$ cat config.mk
export PLATFORM = sky130hd
export DESIGN_NAME = timer_dev
export DESIGN_NICKNAME = d
export VERILOG_FILES = /design/src/rtl/timer_pkg.sv /design/src/rtl/timer_dev.sv
export SDC_FILE = /design/constraint.sdc
export NUM_CORES = 1
export LEC_CHECK = 0
export ABC_CLOCK_PERIOD_IN_PS = 2500
export CORE_MARGIN = 1
export CORE_UTILIZATION = 43
export DETAILED_ROUTE_END_ITERATION = 8
export GPL_ROUTABILITY_DRIVEN = 0
export PLACE_DENSITY = 0.72
export SETUP_SLACK_MARGIN = 0.02
export SYNTH_ARGS = -nofsm -noshare
export SYNTH_HDL_FRONTEND = slang
export SYNTH_SLANG_ARGS = --single-unit
$ cat constraint.sdc
create_clock -name clk -period 2.5 [get_ports clk]
set_clock_uncertainty 0.1 [all_clocks]
set_input_delay 0.5 -clock clk [delete_from_list [all_inputs] [get_ports clk]]
set_output_delay 0.5 -clock clk [all_outputs]
set_load 0.01 [all_outputs]
$ cat src/rtl/timer_pkg.sv
// Shared definitions for the programmable interval timer: FSM encoding,
// register offsets and CTRL bit positions.
package timer_pkg;

    typedef enum logic [1:0] {
        StIdle = 2'd0,
        StLoad = 2'd1,
        StCnt  = 2'd2,
        StInt  = 2'd3
    } state_e;

    localparam logic [1:0] AddrCtrl   = 2'd0;
    localparam logic [1:0] AddrPreset = 2'd1;
    localparam logic [1:0] AddrCount  = 2'd2;

    localparam int unsigned CtrlEnBit   = 0;
    localparam int unsigned CtrlModeLsb = 1;
    localparam int unsigned CtrlModeMsb = 2;
    localparam int unsigned CtrlImBit   = 3;
    localparam int unsigned CtrlPendBit = 4;

    localparam logic [1:0] ModeOneShot = 2'b00;
    localparam logic [1:0] ModeReload  = 2'b01;

endpackage

$ cat src/rtl/timer_dev.sv
// Memory-mapped down-counting timer with one-shot / auto-reload modes and a
// maskable, registered interrupt request.
module timer_dev
    import timer_pkg::*;
#(
    parameter int unsigned CNT_W = 32
) (
    input  logic        clk,
    input  logic        rst,
    input  logic [1:0]  addr,
    input  logic        we,
    input  logic [31:0] din,
    output logic [31:0] dout,
    output logic        irq
);

    state_e             state_q, state_d;
    logic [CNT_W-1:0]   count_q, count_d;
    logic [CNT_W-1:0]   preset_q, preset_d;
    logic               en_q, en_d;
    logic [1:0]         mode_q, mode_d;
    logic               im_q, im_d;
    logic               pend_q, pend_d;
    logic               irq_q;

    logic               ctrl_wr;
    logic               preset_wr;
    logic               en_eff;

    assign ctrl_wr   = we && (addr == AddrCtrl);
    assign preset_wr = we && (addr == AddrPreset);
    // A CTRL write steers the FSM on the same edge it lands, so pausing freezes COUNT at once.
    assign en_eff    = ctrl_wr ? din[CtrlEnBit] : en_q;

    always_comb begin
        state_d  = state_q;
        count_d  = count_q;
        preset_d = preset_q;
        en_d     = en_q;
        mode_d   = mode_q;
        im_d     = im_q;
        pend_d   = pend_q;

        case (state_q)
            StIdle: begin
                if (en_eff) begin
                    state_d = StLoad;
                end
            end
            StLoad: begin
                if (en_eff) begin
                    count_d = preset_q;
                    state_d = StCnt;
                end
            end
            StCnt: begin
                if (en_eff) begin
                    if (count_q > CNT_W'(1)) begin
                        count_d = count_q - CNT_W'(1);
                    end else begin
                        count_d = '0;
                        state_d = StInt;
                    end
                end
            end
            StInt: begin
                if (mode_q == ModeReload) begin
                    state_d = StLoad;
                end else begin
                    en_d    = 1'b0;
                    state_d = StIdle;
                end
            end
            default: state_d = StIdle;
        endcase

        // Register writes come after the FSM so a software EN write beats the one-shot clear.
        if (ctrl_wr) begin
            en_d   = din[CtrlEnBit];
            mode_d = din[CtrlModeMsb:CtrlModeLsb];
            im_d   = din[CtrlImBit];
            pend_d = 1'b0;
        end
        if (preset_wr) begin
            preset_d = din[CNT_W-1:0];
        end
        if (state_q == StInt) begin
            pend_d = 1'b1;
        end
    end

    always_ff @(posedge clk) begin
        if (rst) begin
            state_q  <= StIdle;
            count_q  <= '0;
            preset_q <= '0;
            en_q     <= 1'b0;
            mode_q   <= ModeOneShot;
            im_q     <= 1'b0;
            pend_q   <= 1'b0;
            irq_q    <= 1'b0;
        end else begin
            state_q  <= state_d;
            count_q  <= count_d;
            preset_q <= preset_d;
            en_q     <= en_d;
            mode_q   <= mode_d;
            im_q     <= im_d;
            pend_q   <= pend_d;
            irq_q    <= pend_q & im_q;
        end
    end

    assign irq = irq_q;

    always_comb begin
        dout = '0;
        case (addr)
            AddrCtrl: begin
                dout[CtrlEnBit]               = en_q;
                dout[CtrlModeMsb:CtrlModeLsb] = mode_q;
                dout[CtrlImBit]               = im_q;
                dout[CtrlPendBit]             = pend_q;
            end
            AddrPreset: dout = 32'(preset_q);
            AddrCount:  dout = 32'(count_q);
            default:    dout = '0;
        endcase
    end

endmodule

**Yosys cells after proc, flatten, opt, wreduce, memory -nomap -nowiden**

Index checks and enable logic that the tools add are counted.

- Bits in registers: 72
- Latch bits: 0
- Bits in writable memories: 0
- Bits in read-only memories: 0
- Input bits: 37
- Memories kept: 0

- Add/subtract/negate cells: 1
- Multiply operators: 0
- Div/mod/pow operators: 0
- Order comparisons: 1
- Eq/ne operators: 11
- Shifts and indexed selects: 0
- Multiplexer cells: 18
- Bitwise logic cells: 1
- Reductions and logical operators: 9

Operator list:

| operator | count |
|---|---|
| 2-to-1 mux 32 bit | 3 |
| one-hot mux 32 bit (2 select lines) | 1 |
| one-hot mux 27 bit (2 select lines) | 1 |
| greater-than comparator 32 x 1 -> 1 bit, second input constant | 1 |
| subtractor 32 x 1 -> 32 bit, second input constant | 1 |
| one-hot mux 5 bit (3 select lines) | 1 |
| inequality test 2 bit, second input constant | 5 |
| 2-to-1 mux 2 bit | 4 |
| one-hot mux 2 bit (4 select lines) | 1 |
| 2-to-1 mux 1 bit | 7 |
| equality test 2 x 1 -> 1 bit, second input constant | 3 |
| equality test 2 bit, second input constant | 3 |
| logical NOT 2 bit | 2 |
| AND reduction 4 bit | 1 |
| nonzero test 2 bit | 2 |
| AND reduction 3 bit | 1 |
| logical AND 1 bit | 2 |
| AND reduction 2 bit | 1 |
| AND 1 bit | 1 |

**Longest topological paths before layout**

- Word-level depth: 5
- Mapped depth: 9
- Mapped depth without buffers: 7

**Least setup slack after synthesis**

No wires, ideal clock.

- Kind: input -> register
- From: in addr[0]
- To: reg count_q[17]
- Data arrival time: 2,070 ps
- Required time: 2,268 ps
- Path slack: 198 ps
- Stages on the path: 9
- Path buffers: 2
- Cells stage by stage: inv_1 ha_1 clkbuf_1 and3_1 o22ai_1 clkbuf_1 nor4_1 o211ai_1 a21oi_1

- Longest elaborated chain between the ends: 5

RTL lines:

| element | line | source |
|---|---|---|
| start: declaration | timer_dev.sv:10 | `input logic [1:0] addr,` |
| logical NOT 2 bit (*) | timer_dev.sv:30 | `assign ctrl_wr = we && (addr == AddrCtrl);` |
| logical AND 1 bit (*) | timer_dev.sv:30 |  |
| 2-to-1 mux 1 bit (*) | timer_dev.sv:33 | `assign en_eff = ctrl_wr ? din[CtrlEnBit] : en_q;` |
| inequality test 2 bit (no line) | - |  |
| AND reduction 3 bit (no line) (*) | - |  |
| end signal: assignment | timer_dev.sv:104 | `count_q <= count_d;` |
| end: declaration | timer_dev.sv:18 | `logic [CNT_W-1:0] count_q, count_d;` |

Every way passes the cells marked *; elsewhere a longest branch is shown, timed or not.
A chain may end at the register's enable or synchronous reset.

**Final worst setup path**

- From: in addr[1]
- To: out dout[2]

- Longest elaborated chain between the ends: 2

RTL lines:

| element | line | source |
|---|---|---|
| equality test 2 bit (tied with other cells) | timer_dev.sv:118 | `case (addr)` |
| one-hot mux 5 bit (3 select lines) (*) | timer_dev.sv:118 |  |
| end: declaration | timer_dev.sv:13 | `output logic [31:0] dout,` |

Marked as above.

==> flow_metrics.py <==
metrics = {
    "logic_synthesis": {
        "synth_compound_area_share_pct": 27.7,
        "synth_fa_ha_area_share_pct": 2.86,
        "synth_edf_count": 0,
        "avgSynthCellArea_um2": 7.59,
        "async_flop_share_pct": 0,
        "synth_xor_area_share_pct": 0,
        "yosys_warnings": 0,
        "synth_flop_cell": "dfxtp_1",
        "synth_cells": 576,
        "syn_nets": 623,
        "syn_area_mm2": 0.00437,
        "yosysSeqAreaShare_pct": 33.0,
        "synth_cell_types": 60,
        "synth-simple-area-share_pct": 30.3,
        "synth_mux_area_share_pct": 0.229,
        "synth-seq-cells": 72,
        "synth_top_family_by_area": "simple AND/OR/NAND/NOR gates",
    },
    "pwr": {
        "power_density_mw_per_mm2": 601,
        "p_clk_share_pct": 30.5,
        "p_comb_share_pct": 33.5,
        "intPower_mw": 2.19,
        "sw_frac_of_total_pct": 36.0,
        "power.switching_mw": 1.23,
        "p_leak_nw": 2.12,
        "p_seq_share_pct": 36.0,
        "ir_drop_uv": 265,
    },
    "critical_path": {
        "worstReg2RegEnd": "count_q[30]",
        "critPathArrivalTime_ps": 1850,
        "r2r_cells": 5,
        "startpoint_type": "input pin",
        "crit_required_ps": 1900,
        "timing.rr.start": "count_q[24]",
        "crit_start": "addr[1]",
        "path_max_fanout": 12,
        "endpoint_kind": "primary output",
        "path_class": "input pin to primary output",
        "rrSetupSlack_ps": 150,
        "endpoint": "dout[2]",
    },
    "timing": {
        "rsz0062_at_grt": "false",
        "fin_crit_ps": 2450,
        "setup_tns_ps": 0,
        "tightest_slew_ps": 537,
        "slew_headroom_pct": 64.2,
        "max_freq_mhz": 408,
        "finalCritPeriodShare_pct": 97.9,
        "final_max_slew_viol_count": 0,
        "finalSetupViolations": 0,
        "finalHoldViolCount": 0,
        "holdWs_ps": 362,
    },
    "clocking": {
        "cts-root-buf": "clkbuf_8",
        "cts_tree": "yes",
        "cts_buffers": 9,
        "insertion_delay_ps": 350,
        "clock_sinks": 72,
        "cts_setup_buffers": 0,
        "clkTransAtPathRegs_ps": 80,
        "hold_buffers": 0,
        "clock_path_buffers": 2,
        "htreeDepth": 3,
    },
    "place": {
        "dp_hpwl_mm": 9.26,
        "port_buffers": 69,
        "dp.cells": 768,
        "dpl-instance-area_mm2": 0.00547,
    },
    "drt": {
        "ant_nets": 0,
        "route.detailed.drc": 0,
        "drtPass1Iterations": 5,
        "drtIter0Drc": 394,
        "wl_mm": 13.6,
        "vias": 4794,
        "wl_per_cell_um": 17.3,
        "viasPerCell": 6.11,
    },
    "floorplan": {
        "coreArea_mm2": 0.00982,
        "fp.dieH_um": 103,
        "ios": 70,
        "die_area_mm2": 0.0106,
        "initial_core_util_pct": 44.5,
        "fp-row-count": 36,
        "dieWidth_um": 103,
    },
    "layout": {
        "drive_gt1_share_pct": 14.1,
        "antenna_cells": 0,
        "final_cell_area_mm2": 0.00570,
        "area_delta_synth_final_pct": 30.5,
        "finalNonFillerCells": 785,
        "nets": 694,
        "fill_cells": 978,
    },
    "global_route": {
        "grt_max_degree": 33,
        "grt_overflow": 0,
        "grt_first_pass_wirelength_mm": 22.5,
        "grt_pass1_vias": 4597,
        "grtUsageTotal_pct": 27.1,
        "grt_antenna_before_repair": 0,
    },
    "min_path": {
        "hold_class": "flip-flop to flip-flop",
    },
    "outcome": {
        "status": "completed",
    },
    "run": {
        "max_cap_viol_count": 0,
    },
}
-- area by class of cell --
cell class | instances | area, um^2 | share of cell area, %
clock buffer | 9 | 124 | 2.17
clock inverter | 7 | 96.3 | 1.69
inverter | 18 | 67.6 | 1.19
multi-input combinational | 436 | 2720 | 47.7
sequential | 72 | 1440 | 25.3
tap | 133 | 166 | 2.92
timing repair buffer | 110 | 1090 | 19.1
-- stage by stage --
| step | power, mW | util [%] | worst slack, ps |
|---|---|---|---|
| after floorplan | 1.95 | - | 198 |
| after global placement | 2.34 | 55.7 | -500 |
| after detailed placement | 2.35 | 55.7 | -656 |
| after CTS | 3.40 | 58.1 | 16.0 |
| after global routing | 3.58 | 58.1 | 26.1 |
| final | 3.42 | 58.1 | 52.0 |
-- layout by cell type (no fill, tap or decap), types with 3 or more instances in the layout --
cell type	count
o311ai_0	4
nor2b_1	30
inv_1	17
or2_2	7
o32ai_1	9
nor2_1	25
buf_4	30
clkbuf_2	4
nand2_1	76
nand4b_1	3
clkbuf_8	9
nor3b_1	14
and4_1	3
nand4_1	8
a21boi_0	3
a31oi_1	24
clkdlybuf4s50_1	34
o211ai_1	8
nor3_1	16
dfxtp_1	72
a222oi_1	5
clkinvlp_4	3
or3_1	7
nand2b_1	5
nor4_1	10
nand3_1	16
buf_12	10
a22oi_1	32
dlygate4sd2_1	27
a21oi_1	67
o21ai_0	4
or4_1	4
o21bai_1	4
ha_1	7
-- kinds of logic (layout without fill, tap and decap cells) --
kind of cell,count (synthesis),count (layout)
simple gates,243,243
compound gates,182,182
flops,72,72
buf+inv,68,144
fa+ha+maj,10,10
mux,1,1
-- worst min path at each step --
stage                     startpoint  endpoint  slack, ps  depth (start not counted)
after CTS                       im_q       irq        360                          2
final                           im_q       irq        360                          2
after global routing            im_q       irq        380                          2
after detailed placement      pend_q       irq        350                          2
after floorplan               pend_q       irq        320                          2
after global placement        pend_q       irq        350                          2
-- sequential cells by signal, indices dropped and copies added, names as in the netlist --
| name | flops |
|---|---|
| count_q | 32 |
| state_q | 2 |
| pend_q | 1 |
| mode_q | 2 |
| preset_q | 32 |
| en_q | 1 |
| irq | 1 |
| im_q | 1 |
-- power groups by stage --
stage,sequential (mW),clock (mW),combinational [mW]
2_1_floorplan,1.24,0,0.703
3_3_place_gp,1.26,0,1.08
3_5_place_dp,1.26,0,1.10
4_1_cts,1.23,1.05,1.11
5_1_grt,1.24,1.11,1.24
6_report,1.23,1.04,1.15
-- per-layer routing --
metal  track usage (%)  routed length [um]  up-vias
li1                  -                   -     2290
met3              4.41                 929       41
met2              44.9                6380      213
met4              9.97                 364        0
met1              35.4                5940     2250
met5                 0                   0        -
-- synth_stat cells, types with 3 or more instances --
cell type / instances / area, um^2
a21boi_0: 3 / 22.5
a21oi_1: 67 / 335
a222oi_1: 5 / 50.1
a22oi_1: 33 / 248
a31oi_1: 24 / 150
and4_1: 3 / 26.3
buf_1: 3 / 11.3
buf_2: 3 / 15.0
clkbuf_1: 44 / 165
dfxtp_1: 72 / 1440
ha_1: 10 / 125
inv_1: 18 / 67.6
nand2_1: 76 / 285
nand2b_1: 5 / 31.3
nand3_1: 16 / 80.1
nand4_1: 8 / 50.1
nand4b_1: 3 / 26.3
nor2_1: 26 / 97.6
nor2b_1: 30 / 188
nor3_1: 16 / 80.1
nor3b_1: 14 / 105
nor4_1: 11 / 68.8
o211ai_1: 8 / 60.1
o21ai_0: 4 / 20.0
o21bai_1: 4 / 30.0
o311ai_0: 4 / 35.0
o32ai_1: 9 / 78.8
or2_2: 7 / 43.8
or3_1: 7 / 43.8
or4_1: 4 / 30.0
-- critical path: stages --
cell and delay, ps:
clkdlybuf4s15_2 210, inv_2 60, ha_4 170, bufbuf_16 280
a222oi_1 280, nor2_1 60, dlygate4sd2_1 290
-- what timing repair did --
action,4_1_cts,5_1_grt
setup endpoints to repair,63,30
gates cloned,1,0
resized for setup,43,14
pin swaps,3,4
hold endpoints to repair,0,0
Power figures use the tool's default switching activity.
==> edit: new RTL, same flow settings <==
Register the inputs `addr`, `we` and `din` before use, cleared by the reset. The logic sees them one clock later.
--- a/src/rtl/timer_dev.sv
+++ b/src/rtl/timer_dev.sv
@@ -14,6 +14,22 @@
     output logic        irq
 );
 
+    logic [1:0] addr_q;
+    logic we_q;
+    logic [31:0] din_q;
+
+    always_ff @(posedge clk) begin
+        if (rst) begin
+            addr_q <= '0;
+            we_q   <= '0;
+            din_q  <= '0;
+        end else begin
+            addr_q <= addr;
+            we_q   <= we;
+            din_q  <= din;
+        end
+    end
+
     state_e             state_q, state_d;
     logic [CNT_W-1:0]   count_q, count_d;
     logic [CNT_W-1:0]   preset_q, preset_d;
@@ -27,10 +43,10 @@
     logic               preset_wr;
     logic               en_eff;
 
-    assign ctrl_wr   = we && (addr == AddrCtrl);
-    assign preset_wr = we && (addr == AddrPreset);
+    assign ctrl_wr   = we_q && (addr_q == AddrCtrl);
+    assign preset_wr = we_q && (addr_q == AddrPreset);
     // A CTRL write steers the FSM on the same edge it lands, so pausing freezes COUNT at once.
-    assign en_eff    = ctrl_wr ? din[CtrlEnBit] : en_q;
+    assign en_eff    = ctrl_wr ? din_q[CtrlEnBit] : en_q;
 
     always_comb begin
         state_d  = state_q;
@@ -76,13 +92,13 @@
 
         // Register writes come after the FSM so a software EN write beats the one-shot clear.
         if (ctrl_wr) begin
-            en_d   = din[CtrlEnBit];
-            mode_d = din[CtrlModeMsb:CtrlModeLsb];
-            im_d   = din[CtrlImBit];
+            en_d   = din_q[CtrlEnBit];
+            mode_d = din_q[CtrlModeMsb:CtrlModeLsb];
+            im_d   = din_q[CtrlImBit];
             pend_d = 1'b0;
         end
         if (preset_wr) begin
-            preset_d = din[CNT_W-1:0];
+            preset_d = din_q[CNT_W-1:0];
         end
         if (state_q == StInt) begin
             pend_d = 1'b1;
@@ -115,7 +131,7 @@
 
     always_comb begin
         dout = '0;
-        case (addr)
+        case (addr_q)
             AddrCtrl: begin
                 dout[CtrlEnBit]               = en_q;
                 dout[CtrlModeMsb:CtrlModeLsb] = mode_q;
Function: changed (a bounded check fails within 4 cycles, from zero or initial values and one cycle with rst high).
==> edit against the original RTL <==
- the run now ends with design-rule violations left
- first-iteration DRC count increased by 27%
- area after synthesis is 19% higher
- sequential share of layout area is 7.0 points higher
- worst setup slack better by 0.087 ns
- sequential cell count grew 35
- utilization down 0.67 points
- final cell count up 8.3%
- fmax grew 3.7%
- final area rose by 16%
- wire length increased by 8.8%
- via count up 7.6%
Power is not compared: it rests on default switching activity, and its combinational part moved more than twofold at a synthesized area within 25%.
==> edit: results (changes against the original RTL) <==
Run status
  • Result of the run: finished with violations
  • Violations in the final reports: design-rule violations

Drt
  • Total wirelength of the detailed-routed design: 14810 um (+8.8%)
  • Overall via count from detail_route: 5159 (+7.6%)
  • Drc violations: 3 (+3)
  • Iter 0 DRT Violations: 502 (+27%)
  • Number of detailed-route iterations in the first pass: 8 (+3)

Yosys
  • Mapped Nets: 681 (+9.3%)
  • Post-synth cell types: 53 (-12%)
  • Leading cell types by total area after synthesis: sky130_fd_sc_hd__dfxtp_1, sky130_fd_sc_hd__nor2b_1, sky130_fd_sc_hd__nand2_1
  • Leading post-synthesis cells by instance count: sky130_fd_sc_hd__dfxtp_1, sky130_fd_sc_hd__nand2_1, sky130_fd_sc_hd__nor2b_1, sky130_fd_sc_hd__a21oi_1, sky130_fd_sc_hd__clkbuf_1
  • Share of synthesized area occupied by flip-flops and latches: 41.32% (+8.3 points)
  • Mean area per synthesized cell: 8.176 sq um (+7.8%)

Hold path
  • Beginning of the worst hold path: din_q[8]
  • Hold worst-path end: preset_q[8]

Global routing
  • Combined global-route utilization of all metal layers: 24.06% (-3.0 points)
  • First-pass GRT wire length: 24180 um (+7.3%)
  • Pin count of the biggest net entering global routing: 93 (+180%)
  • Number of global-route vias before repair: 4916 (+6.9%)

Worst setup path
  • Depth of the most critical reg-to-reg path: 7 (+2)
  • Worst reg2reg path startpoint: count_q[21]
  • Worst stage delay on the critical path: 0.38 ns (+0.09 ns)
  • Worst reg2reg endpoint: count_q[23]
  • Maximum fanout along the worst path: 13 (+1)

CTS
  • Deepest level of the CTS H-tree: 3 (unchanged)
  • Clock slew at reported path FFs: around 0.07 ns
  • Post-CTS setup buffers: 0 (unchanged)

Timing
  • Actual transition at the worst max-transition pin: 0.5724 ns (+0.03541 ns)
  • Final critical-path share of the clock period: 94.44% (-3.5 points)

Place
  • HPWL after detailed placement: 10200 um (+10%)
  • DP Worst Slack: 0.09438 ns (+0.7506 ns)
  • Placed instance count: 835 (+8.7%)

Power and ir drop
  • Max IR drop VDD: 316.4 uV

Final layout
  • Non-Filler Instances: 850 (+8.3%)
  • Layout cell share with drive strength beyond 1: 11.03% (-3.1 points)
  • Regs by FF count: count_q: 32 flops, din_q: 32 flops, preset_q: 32 flops
  • Number of nets in the layout: 750 (+8.1%)
  • Inserted Diodes: 0 (unchanged)
[edit: cell count changes after synthesis, moves of 8 or more]
cell and change:
sky130_fd_sc_hd__dfxtp_1 +35, sky130_fd_sc_hd__nor2b_1 +34, sky130_fd_sc_hd__a21oi_1 -11, sky130_fd_sc_hd__and3_1 +8
sky130_fd_sc_hd__o21ai_0 +15, sky130_fd_sc_hd__nand2_1 +13, sky130_fd_sc_hd__nor3b_1 -13
[edit: worst max path at each step]
| stage | cells past startpoint | startpoint | end | slack (ns) |
|---|---|---|---|---|
| finish | 5 | addr_q[0] | dout[3] | 0.14 |
| global route | 8 | count_q[0] | count_q[14] | 0.05 |
| CTS | 6 | addr_q[1] | dout[10] | -0.17 |
| detailed placement | 7 | count_q[21] | state_q[0] | 0.09 |
| global placement | 6 | addr_q[0] | dout[26] | 0.16 |
| floorplan | 8 | count_q[0] | count_q[18] | 0.19 |
[edit: repair_timing]
action,in CTS,in global routing
pin swaps,3,2
endpoints found under the setup margin,32,35
resized for setup,15,42
[edit: logic make-up after synthesis]
logic type                 count (synthesis)  synth area share [%]
AOI/OAI and AO/OA                        184                 23.94
adders and majority gates                 10                 2.414
buffers and inverters                     67                 5.189
DFF                                      107                 41.32
muxes                                      1                0.1931
and+or+nand+nor                          265                 26.94
[edit: stage by stage]
step	instance area, sq um	hold WS [ns]
6_report	6636	0.3355
5_1_grt	6636	0.3482
4_1_cts	6486	0.3356
3_5_place_dp	6188	0.3253
3_3_place_gp	6188	0.3229
2_1_floorplan	5184	0.3174
[edit: power by group]
part / internal (mW) / switching (mW)
logic: 0.194 / 0.252
clock network: 0.780 / 0.651
registers: 1.75 / 0.0335
total: 2.73 / 0.937
[edit: metal layers]
metal,share of wire (%),vias up,global-route usage [%],wire [um]
met1,42,2404,30.72,6198
met3,9.4,40,5.389,1393
met5,0,-,0,0
met2,46,269,39.17,6884
li1,-,2446,-,-
met4,2.2,0,9.910,331
[edit: final cells by class]
cell class / instances / area, sq um
Clock buffer: 10 / 229.0
Inverter: 18 / 67.56
Sequential cell: 107 / 2146
Clock inverter: 5 / 61.31
Multi-Input combinational cell: 460 / 2864
Fill cell: 1043 / 4928
Timing Repair Buffer: 107 / 1090
Tap cell: 143 / 178.9
[edit: critical path, delay by kind of cell, from the launching register on]
kind            cells  cell delay, ns
simple gates        1            0.08
compound gates      1            0.36
flops               1            0.38
fa+ha+maj           1            0.21
buf+inv             2            0.38
